[config.mk]
export PLATFORM = sky130hd
export DESIGN_NAME = rom_burst_reader
export DESIGN_NICKNAME = d
export VERILOG_FILES = /design/src/rtl/rom_burst_reader_pkg.sv /design/src/rtl/rom_burst_reader.sv
export SDC_FILE = /design/constraint.sdc
export NUM_CORES = 1
export LEC_CHECK = 0
export ABC_AREA = 1
export CAP_MARGIN = 5
export CORE_AREA = 2 2 70 85
export CTS_BUF_LIST = sky130_fd_sc_hd__clkbuf_4 sky130_fd_sc_hd__clkbuf_8 sky130_fd_sc_hd__clkbuf_16
export CTS_CLUSTER_DIAMETER = 80
export DETAILED_ROUTE_END_ITERATION = 6
export DIE_AREA = 0 0 72 87
export PLACE_DENSITY = 0.74
export SLEW_MARGIN = 20
export SYNTH_ARGS = -nofsm -noshare
export SYNTH_HDL_FRONTEND = slang
export SYNTH_SLANG_ARGS = --single-unit
[constraint.sdc]
create_clock -name Clk -period 1.8 [get_ports Clk]
set_input_delay 0.18 -clock Clk [delete_from_list [all_inputs] [get_ports Clk]]
set_output_delay 0.18 -clock Clk [all_outputs]
set_load 0.01 [all_outputs]
[src/rtl/rom_burst_reader_pkg.sv]
// Shared definitions for the ROM burst reader.
// Holds the FSM state encoding, the address/data widths and the
// default responder latency used by rom_burst_reader.
package rom_burst_reader_pkg;

  localparam int ADDR_W         = 8;
  localparam int DATA_W         = 8;
  localparam int RD_LATENCY_DEF = 3;

  typedef enum logic {
    IDLE = 1'b0,
    WAIT = 1'b1
  } state_e;

endpackage

[src/rtl/rom_burst_reader.sv]
// rom_burst_reader
// Read initiator for a fixed-latency 256x8 ROM responder. A burst command
// {base_addr, count} issues one rd pulse per word and waits out the
// responder latency. It then captures the word, streams it out with a
// one-cycle out_valid pulse and adds it to an 8-bit running checksum.
// Only one read is outstanding at a time.
//
// Handshake: start is a request sampled only in IDLE (no ready signal;
// while busy=1 it is simply ignored). rd is a one-cycle strobe with no
// acknowledge; the data is taken RD_LATENCY+1 edges after the edge that
// raised rd. out_valid is a one-cycle pulse with no backpressure.
//
// Ports
//   Clk        in   system clock, all state on rising edge
//   Rst        in   synchronous active-high reset
//   start      in   burst request, sampled only while idle
//   base_addr  in   first ROM address of the burst
//   count      in   words to read, 0 = empty burst
//   busy       out  burst in progress
//   done       out  one-cycle pulse at burst end
//   rd         out  read strobe to the ROM, one cycle per word
//   address    out  ROM address, held from rd pulse until capture
//   mem_data   in   ROM data output
//   out_data   out  last captured word
//   out_valid  out  one-cycle pulse, out_data is new
//   checksum   out  sum mod 256 of the words of the current/last burst
module rom_burst_reader
  import rom_burst_reader_pkg::*;
#(
  parameter int RD_LATENCY = RD_LATENCY_DEF
) (
  input  logic              Clk,
  input  logic              Rst,
  input  logic              start,
  input  logic [ADDR_W-1:0] base_addr,
  input  logic [7:0]        count,
  output logic              busy,
  output logic              done,
  output logic              rd,
  output logic [ADDR_W-1:0] address,
  input  logic [DATA_W-1:0] mem_data,
  output logic [DATA_W-1:0] out_data,
  output logic              out_valid,
  output logic [DATA_W-1:0] checksum
);

  localparam int WCNT_W = $clog2(RD_LATENCY + 2);
  // wcnt reaches RD_LATENCY on the edge before capture, so the capture
  // edge is the (RD_LATENCY+1)th edge after the one that raised rd.
  localparam logic [WCNT_W-1:0] WCNT_CAP = WCNT_W'(RD_LATENCY);

  state_e              state_q;
  logic                busy_q;
  logic                done_q;
  logic                rd_q;
  logic [ADDR_W-1:0]   address_q;
  logic [DATA_W-1:0]   out_data_q;
  logic                out_valid_q;
  logic [DATA_W-1:0]   checksum_q;
  logic [7:0]          remaining_q;
  logic [WCNT_W-1:0]   wcnt_q;

  always_ff @(posedge Clk) begin
    if (Rst) begin
      state_q     <= IDLE;
      busy_q      <= 1'b0;
      done_q      <= 1'b0;
      rd_q        <= 1'b0;
      address_q   <= '0;
      out_data_q  <= '0;
      out_valid_q <= 1'b0;
      checksum_q  <= '0;
      remaining_q <= '0;
      wcnt_q      <= '0;
    end else begin
      // Pulses default low; only the branches below raise them.
      done_q      <= 1'b0;
      out_valid_q <= 1'b0;
      case (state_q)
        IDLE: begin
          if (start) begin
            checksum_q <= '0;
            if (count != 8'd0) begin
              rd_q        <= 1'b1;
              address_q   <= base_addr;
              remaining_q <= count;
              wcnt_q      <= '0;
              busy_q      <= 1'b1;
              state_q     <= WAIT;
            end else begin
              // Empty burst: report completion without touching the ROM.
              done_q <= 1'b1;
            end
          end
        end
        WAIT: begin
          rd_q   <= 1'b0;
          wcnt_q <= wcnt_q + 1'b1;
          if (wcnt_q == WCNT_CAP) begin
            out_data_q  <= mem_data;
            out_valid_q <= 1'b1;
            checksum_q  <= checksum_q + mem_data;
            remaining_q <= remaining_q - 8'd1;
            if (remaining_q > 8'd1) begin
              // Next word issued on the capture edge itself (back-to-back).
              address_q <= address_q + 1'b1;
              rd_q      <= 1'b1;
              wcnt_q    <= '0;
            end else begin
              busy_q  <= 1'b0;
              done_q  <= 1'b1;
              state_q <= IDLE;
            end
          end
        end
        default: state_q <= IDLE;
      endcase
    end
  end

  assign busy      = busy_q;
  assign done      = done_q;
  assign rd        = rd_q;
  assign address   = address_q;
  assign out_data  = out_data_q;
  assign out_valid = out_valid_q;
  assign checksum  = checksum_q;

endmodule

==> impl_metrics.toml, run 1 <==
[floorplan]
die_x_microns = 72
ios = 55
fp.dieArea_sq_um = 6260
fp.dieH_microns = 87
rows = 30
core_sq_um = 5520
start_util_pct = 43.5

[setup_path]
worst_r2r_path_depth = 10
path_class = "reg2reg"
end_kind = "register"
arrival_ns = 1.81
reg2reg_to = "address[5]"
r2r-start = "remaining_q[0]"
start_kind = "register"
cp_max_fo = 7
required_ns = 2.00
r2r_slack_ns = 0.19

[worst_hold_path]
min_to = "wcnt_q[1]"
min_from = "wcnt_q[1]"
whs_path_depth = 2
hp-class = "reg2reg"

[clock_tree]
clockBufferDepth = 2
clk_pin_slew_ns = 0.09
ctsHoldBuffers = 0
worstSkewPairLatency_ns = 0.30
cts_sinks = 40
cts_resized = 0
cts-root-buf = "clkbuf_8"
cts_tree = "built"
postCtsSetupRepairBufs = 0
htree_levels = 2
cts_buffers = 5

[timing]
whs_ns = 0.470
clock_skew_ns = 0.0120
relSlewSlack_pct = 52.2
tns_ns = 0
period_share_pct = 89.3
worstMarginPinSlew_ns = 0.716
final-hold-violation-count = 0
max_clock_freq_ghz = 0.622
rsz0062_at_grt = "false"
slew_viol_final = 0
setup_viol = 0
period_minus_slack_ns = 1.61

[drt]
drc = 0
drtIter0Drc = 167
postRouteAntennaNets = 0
dr.pass1.iters = 4
drt-vias-per-instance = 5.19
wl_microns = 6000
route.vias.total = 2515
routedWlPerCell_microns = 12.4

[synth]
syn_area_sq_um = 2400
yosysWarnings = 0
yosysTopAreaCellShare_pct = 33.4
synth_area_leaders = "dfxtp_1 (33%), nand2_1 (15%), nor2_1 (8.5%)"
synth_fp_nets = 403
yosysUniqueCellTypes = 33
synth-seq-cells = 40
synth_flop_cell = "dfxtp_1"
yosys.area.top_type = "dfxtp_1"
synth_area_per_cell_sq_um = 6.59
syn-instance-count = 364
async_flop_share_pct = 0
ys_seq_area_share_pct = 33.4
synth_edf_count = 0

[placed_design]
gp_congestion = 0.884
dpl.hpwl_microns = 4330
portBuffers = 54
placed_area_sq_um = 3000

[cells_and_area]
areaGrowthSynthToFinish_pct = 29.1
fin_util_pct = 56.1
final_cell_mix = "nand2_1 (98), nor2_1 (54), clkdlybuf4s50_1 (54)"
design_area_sq_um = 3100
diodes = 0
fin_nets = 459
layout_commonest_cell = "nand2_1"
drive_above_1_share_pct = 9.50

[grt]
grt_overflow = 0
grt_pass1_vias = 2368
grt_use_total_pct = 20.3
grt_antenna_before_repair = 0
grt_max_degree = 25
grt_pass1_wl_microns = 10000

[power_and_ir_drop]
peakVddDrop_mv = 0.514
p_leak_nw = 1.41
pwr_density_cell_nw_per_um2 = 696

[run_status]
outcome = "finished clean"

[run]
maxCapViolations = 0
worst max-delay path: stages, from the launching register on:
cell and delay (ns):
dfxtp_1 0.38, inv_1 0.10, ha_1 0.29, nand2_2 0.12
nand2_1 0.05, nand3_1 0.06, nand2_1 0.11, nor2_4 0.19
nand2_1 0.08, nand2_1 0.07, nor2_1 0.06
cell usage after synthesis (5+ instances only):
cell / number
nand2_1: 98
nor2_1: 54
dfxtp_1: 40
inv_1: 29
nand3_1: 28
a21oi_1: 21
o21ai_0: 21
ha_1: 11
nand4_1: 8
buf_2: 6
inv_2: 5
nand2_2: 5
o21ai_1: 5
worst max-delay path by stage:
stage	end	from	slack, ns	cells past startpoint
after floorplan	checksum[2]	checksum[0]	0.34	5
after global placement	checksum[4]	mem_data[0]	-0.02	8
after detailed placement	checksum[4]	mem_data[0]	-0.07	8
after CTS	address[5]	remaining_q[0]	0.19	10
after global routing	address[5]	remaining_q[0]	0.06	10
final	address[5]	remaining_q[0]	0.19	10
sequential cells by signal (all words and copies together), names as in the netlist:
register,cells
out_valid,1
done,1
out_data,8
checksum,8
wcnt_q,3
state_q,1
remaining_q,8
rd,1
address,8
busy,1
logic make-up after synthesis:
kind of cell / count (synthesis) / share of synthesized area, %
and+or+nand+nor: 210 / 38.8
adders and majority gates: 12 / 6.57
DFF: 40 / 33.4
buffers and inverters: 46 / 8.29
AOI/OAI and AO/OA: 53 / 11.8
xor gates and xnor gates: 3 / 1.10
per-layer routing:
metal	vias up	routed length (microns)	global-route usage, %
met4	0	163	11.5
li1	1287	-	-
met2	72	2860	34.3
met3	14	292	5.21
met5	-	0	0
met1	1142	2680	22.9
power by group:
group / internal [mW] / switching (mW) / total [mW] / leakage [nW]
clock: 0.327 / 0.332 / 0.659 / 0.0479
combinational: 0.228 / 0.281 / 0.510 / 1.04
sequential: 0.932 / 0.0535 / 0.986 / 0.327
cell type report:
cell class / instances / area, sq um
fillers: 535 / 2420
clock buffers: 7 / 90.1
well taps: 64 / 80.1
multi-input cells: 278 / 1400
repair buffers: 60 / 586
inverters: 35 / 134
clock inverters: 1 / 7.51
flip-flops and latches: 40 / 801
stage by stage:
stage                     power, mW  setup WS (ns)  std cells
after floorplan                1.33          0.344        364
after global placement         1.50        -0.0170        477
after detailed placement       1.51        -0.0663        477
after CTS                      2.17          0.192        485
after global routing           2.27         0.0561        485
final                          2.15          0.193        485
Note: power is estimated with default switching activity, not from simulation.
==> run 2: changes to the inputs <==
--- a/config.mk
+++ b/config.mk
@@ -7,12 +7,15 @@
 export LEC_CHECK = 0
 export ABC_AREA = 1
 export CAP_MARGIN = 5
-export CORE_AREA = 2 2 70 85
+export CELL_PAD_IN_SITES_DETAIL_PLACEMENT = 0
+export CELL_PAD_IN_SITES_GLOBAL_PLACEMENT = 1
+export CORE_AREA = 2 2 79 96
 export CTS_BUF_LIST = sky130_fd_sc_hd__clkbuf_4 sky130_fd_sc_hd__clkbuf_8 sky130_fd_sc_hd__clkbuf_16
 export CTS_CLUSTER_DIAMETER = 80
 export DETAILED_ROUTE_END_ITERATION = 6
-export DIE_AREA = 0 0 72 87
-export PLACE_DENSITY = 0.74
+export DIE_AREA = 0 0 81 98
+export MAX_ROUTING_LAYER = met4
+export PLACE_DENSITY = 0.81
 export SLEW_MARGIN = 20
 export SYNTH_ARGS = -nofsm -noshare
 export SYNTH_HDL_FRONTEND = slang
==> impl_metrics.toml, run 2 (same netlist as run 1, synthesis figures left out) <==
[run_status]
outcome = "finished clean"

[cells_and_area]
fin_nets = 462
diodes = 0
layout_commonest_cell = "nand2_1"
areaGrowthSynthToFinish_pct = 32.1
final_cell_mix = "nand2_1 (98), nor2_1 (54), clkdlybuf4s50_1 (54)"
drive_above_1_share_pct = 10.1

[timing]
worstMarginPinSlew_ns = 0.411
tns_ns = 0
clock_skew_ns = 0.00638
period_minus_slack_ns = 1.57
setup_viol = 0
slew_viol_final = 0
rsz0062_at_grt = "false"
period_share_pct = 87.4
final-hold-violation-count = 0
relSlewSlack_pct = 72.6
layout_setup_ws_ns = 0.227
max_clock_freq_ghz = 0.636

[drt]
postRouteAntennaNets = 0
dr.pass1.iters = 4
route.vias.total = 2463
drt-vias-per-instance = 4.79
drtIter0Drc = 100
wl_microns = 6230
drc = 0
routedWlPerCell_microns = 12.1

[power_and_ir_drop]
p_leak_nw = 1.43
pwr_density_cell_nw_per_um2 = 720
peakVddDrop_mv = 0.303
power_mw = 2.28

[placed_design]
dpl.hpwl_microns = 4670
portBuffers = 54
gp_congestion = 0.844
dpl_worst_slack_ns = -0.0669

[setup_path]
required_ns = 2.04
path_class = "in2reg"
cp_num_buf_inv = 1
start_kind = "primary input"
arrival_ns = 1.81
max_stage_delay_ns = 0.43
crit_top_cell = "a21oi_1"
cp_top_family = "adder cells"
cp.depth = 8
worst_r2r_path_depth = 7
end_kind = "register"
critPathSlowestCell = "clkdlybuf4s50_1"
cp_max_fo = 3
cp_cell_sequence = "clkdlybuf4s50_1, ha_1, fa_1, nand2_1, a21oi_1, o21ai_0, nand3_1, a21oi_1"

[clock_tree]
cts-root-buf = "clkbuf_8"
cts_sinks = 40
ctsHoldBuffers = 0
worstSkewPairLatency_ns = 0.30
htree_levels = 2
cts_buffers = 5
clk_pin_slew_ns = 0.08
clockBufferDepth = 2
cts_resized = 0
cts_tree = "built"
postCtsSetupRepairBufs = 0

[grt]
grt_antenna_before_repair = 0
grt_overflow = 0
grt_pass1_wl_microns = 11000
grt_max_degree = 25
grt_use_total_pct = 17.9
grt_pass1_vias = 2470

[floorplan]
rows = 34
die_x_microns = 81
fp.dieArea_sq_um = 7940
ios = 55
start_util_pct = 34.0
fp.dieH_microns = 98
core_sq_um = 7060

[run]
maxCapViolations = 0

[worst_hold_path]
whs_path_depth = 1
hp-class = "reg2reg"
[run 2: cell types whose count changed in the layout (fill, tap and decap cells not counted), sizes merged]
cell / change
buf: +3
clkbuf: -2
bufinv: +1
inv: +1
[run 2: worst register-to-register path: cells and delay by family (launching register included)]
| family | cells | cell delay, ns |
|---|---|---|
| AO/OA/AOI/OAI | 3 | 0.37 |
| AND/OR/NAND/NOR | 2 | 0.18 |
| flip-flops | 1 | 0.34 |
| adder cells (fa/ha/maj) | 2 | 0.62 |
[run 2: final cells by class]
cell class                 count  area (sq um)
clock buffer                   5          68.8
clock inverter                 3          46.3
fill                         797          3890
inverter                      35           134
multi-input combinational    278          1400
sequential                    40           801
tap                           90           113
timing repair buffer          63           608
[run 2: metrics by stage]
step           hold WS (ns)  utilization [%]  cells  area, sq um
3_5_place_dp          0.451             43.2    506         3050
2_1_floorplan         0.315                -    364         2400
5_1_grt               0.485             44.9    514         3170
4_1_cts               0.464             44.9    514         3170
6_report              0.462             44.9    514         3170
3_3_place_gp          0.448             43.2    506         3050
[run 2: final timing paths]
| check | end | startpoint | slack [ns] |
|---|---|---|---|
| max | checksum[4] | mem_data[0] | 0.23 |
| min | wcnt_q[0] | wcnt_q[0] | 0.46 |
| max reg2reg | checksum[4] | checksum[0] | 0.23 |
| min reg2reg | wcnt_q[0] | wcnt_q[0] | 0.46 |
[run 2: power by group]
group | total (mW) | switching [mW] | internal, mW | leakage (nW)
Sequential | 0.985 | 0.0532 | 0.932 | 0.327
Combinational | 0.517 | 0.283 | 0.235 | 1.05
Clock | 0.780 | 0.362 | 0.418 | 0.0548
Total | 2.28 | 0.698 | 1.58 | 1.43
[run 2: routing by layer]
metal	GRT usage, %	vias to the layer above	part of all wire, %
li1	-	1287	-
met1	21.0	1112	44
met2	29.7	56	49
met3	4.07	8	5.3
met4	6.13	0	1.7
met5	-	-	0
==> run 3: changes to the inputs <==
--- a/config.mk
+++ b/config.mk
@@ -15,7 +15,8 @@
 export DETAILED_ROUTE_END_ITERATION = 6
 export DIE_AREA = 0 0 81 98
 export MAX_ROUTING_LAYER = met4
-export PLACE_DENSITY = 0.81
+export PLACE_DENSITY = 0.87
+export SKIP_CTS_REPAIR_TIMING = 1
 export SLEW_MARGIN = 20
 export SYNTH_ARGS = -nofsm -noshare
 export SYNTH_HDL_FRONTEND = slang
==> impl_metrics.toml, run 3 (same netlist as run 1, synthesis figures left out) <==
[run_status]
outcome = "finished clean"

[setup_path]
start_kind = "register"
end_kind = "register"
cp_max_fo = 7
crit_top_cell = "nand2_1"
critPathSlowestCell = "dfxtp_1"
required_ns = 2.00
cp_num_buf_inv = 1
path_class = "reg2reg"
max_stage_delay_ns = 0.39
arrival_ns = 1.80
cp_cell_sequence = "inv_1, ha_1, nand2_2, nand2_1, nand3_1, nand2_1, nor2_4, nand2_1, nand2_1, nor2_1"
cp_top_family = "simple AND/OR/NAND/NOR gates"

[timing]
rsz0062_at_grt = "false"
max_clock_freq_ghz = 0.624
whs_ns = 0.469
period_minus_slack_ns = 1.60
clock_skew_ns = 0.00380
period_share_pct = 89.1
slew_viol_final = 0
final-hold-violation-count = 0
worstMarginPinSlew_ns = 0.753
setup_viol = 0
relSlewSlack_pct = 49.8

[cells_and_area]
areaGrowthSynthToFinish_pct = 31.4
fin_nets = 460
drive_above_1_share_pct = 9.72
final_cell_mix = "nand2_1 (98), nor2_1 (54), clkdlybuf4s50_1 (54)"
diodes = 0
layout_commonest_cell = "nand2_1"
fin_cells = 512
fill_cells = 758

[power_and_ir_drop]
peakVddDrop_mv = 0.326
power_frac_clock_pct = 33.3
power_frac_seq_pct = 43.9
p_leak_nw = 1.42
p_sw_share_pct = 29.9
p_switching_mw = 0.671
power_mw = 2.24
pwr_density_cell_nw_per_um2 = 712
p_int_mw = 1.57
combPwrFrac_pct = 22.7

[drt]
drc = 0
dr.pass1.iters = 4
drtIter0Drc = 118
wl_microns = 6120
routedWlPerCell_microns = 12.0
postRouteAntennaNets = 0
drt-vias-per-instance = 4.80
route.vias.total = 2456

[grt]
grt_pass1_vias = 2321
grt_use_total_pct = 16.7
grt_max_degree = 25
grt_overflow = 0
grt_antenna_before_repair = 0
grt_pass1_wl_microns = 10400

[clock_tree]
htree_levels = 2
cts_buffers = 5
cts_tree = "built"
clk_pin_slew_ns = 0.08
worstSkewPairLatency_ns = 0.30
clockBufferDepth = 2
cts_sinks = 40
cts-root-buf = "clkbuf_8"

[floorplan]
rows = 34
fp.dieArea_sq_um = 7940
core_sq_um = 7060
start_util_pct = 34.0
fp.dieH_microns = 98
ios = 55
die_x_microns = 81

[placed_design]
dpl.cell_count = 504
gp_congestion = 0.857
portBuffers = 54
dpl.hpwl_microns = 4500

[worst_hold_path]
hp-class = "reg2reg"

[run]
maxCapViolations = 0
-- run 3: power by group through the flow --
stage                     combinational [mW]  sequential, mW  clock [mW]
after CTS                              0.514           0.986       0.776
after floorplan                        0.327            1.00           0
after global placement                 0.510            1.01           0
after detailed placement               0.511            1.01           0
final                                  0.510           0.986       0.748
after global routing                   0.576           0.995       0.810
-- run 3: final timing paths --
| path | slack [ns] | start | endpoint | cells after the start |
|---|---|---|---|---|
| max reg2reg | 0.20 | remaining_q[0] | address[5] | 10 |
| min reg2reg | 0.47 | busy | busy | 2 |
| max | 0.20 | remaining_q[0] | address[5] | 10 |
| min | 0.47 | busy | busy | 2 |
-- run 3: area by class of cell --
type / count / area (sq um) / share of cell area [%]
repair buffers: 61 / 593 / 18.8
inverters: 35 / 134 / 4.25
well taps: 90 / 113 / 3.57
clock buffers: 5 / 68.8 / 2.18
multi-input cells: 278 / 1400 / 44.4
clock inverters: 3 / 42.5 / 1.35
flip-flops and latches: 40 / 801 / 25.4
-- run 3: tightest hold or removal path, delay by kind of cell (launching register included) --
family | cells | cell delay, ns
flops | 1 | 0.32
simple gates | 1 | 0.06
compound gates | 1 | 0.05
-- run 3: stage by stage --
step                TNS, ns  area (sq um)  setup slack [ns]  util [%]
floorplan                 0          2400             0.344         -
global placement    -0.0283          3040           -0.0277      43.0
detailed placement  -0.0416          3040           -0.0284      43.0
CTS                       0          3150             0.165      44.6
global route              0          3150            0.0147      44.6
finish                    0          3150             0.197      44.6
-- run 3: per-layer routing --
layer / track usage (%) / vias up / share of wire [%]
li1: - / 1283 / -
met1: 20.3 / 1113 / 45
met2: 27.3 / 52 / 48
met3: 3.70 / 8 / 4.7
met4: 5.35 / 0 / 1.7
met5: - / - / 0
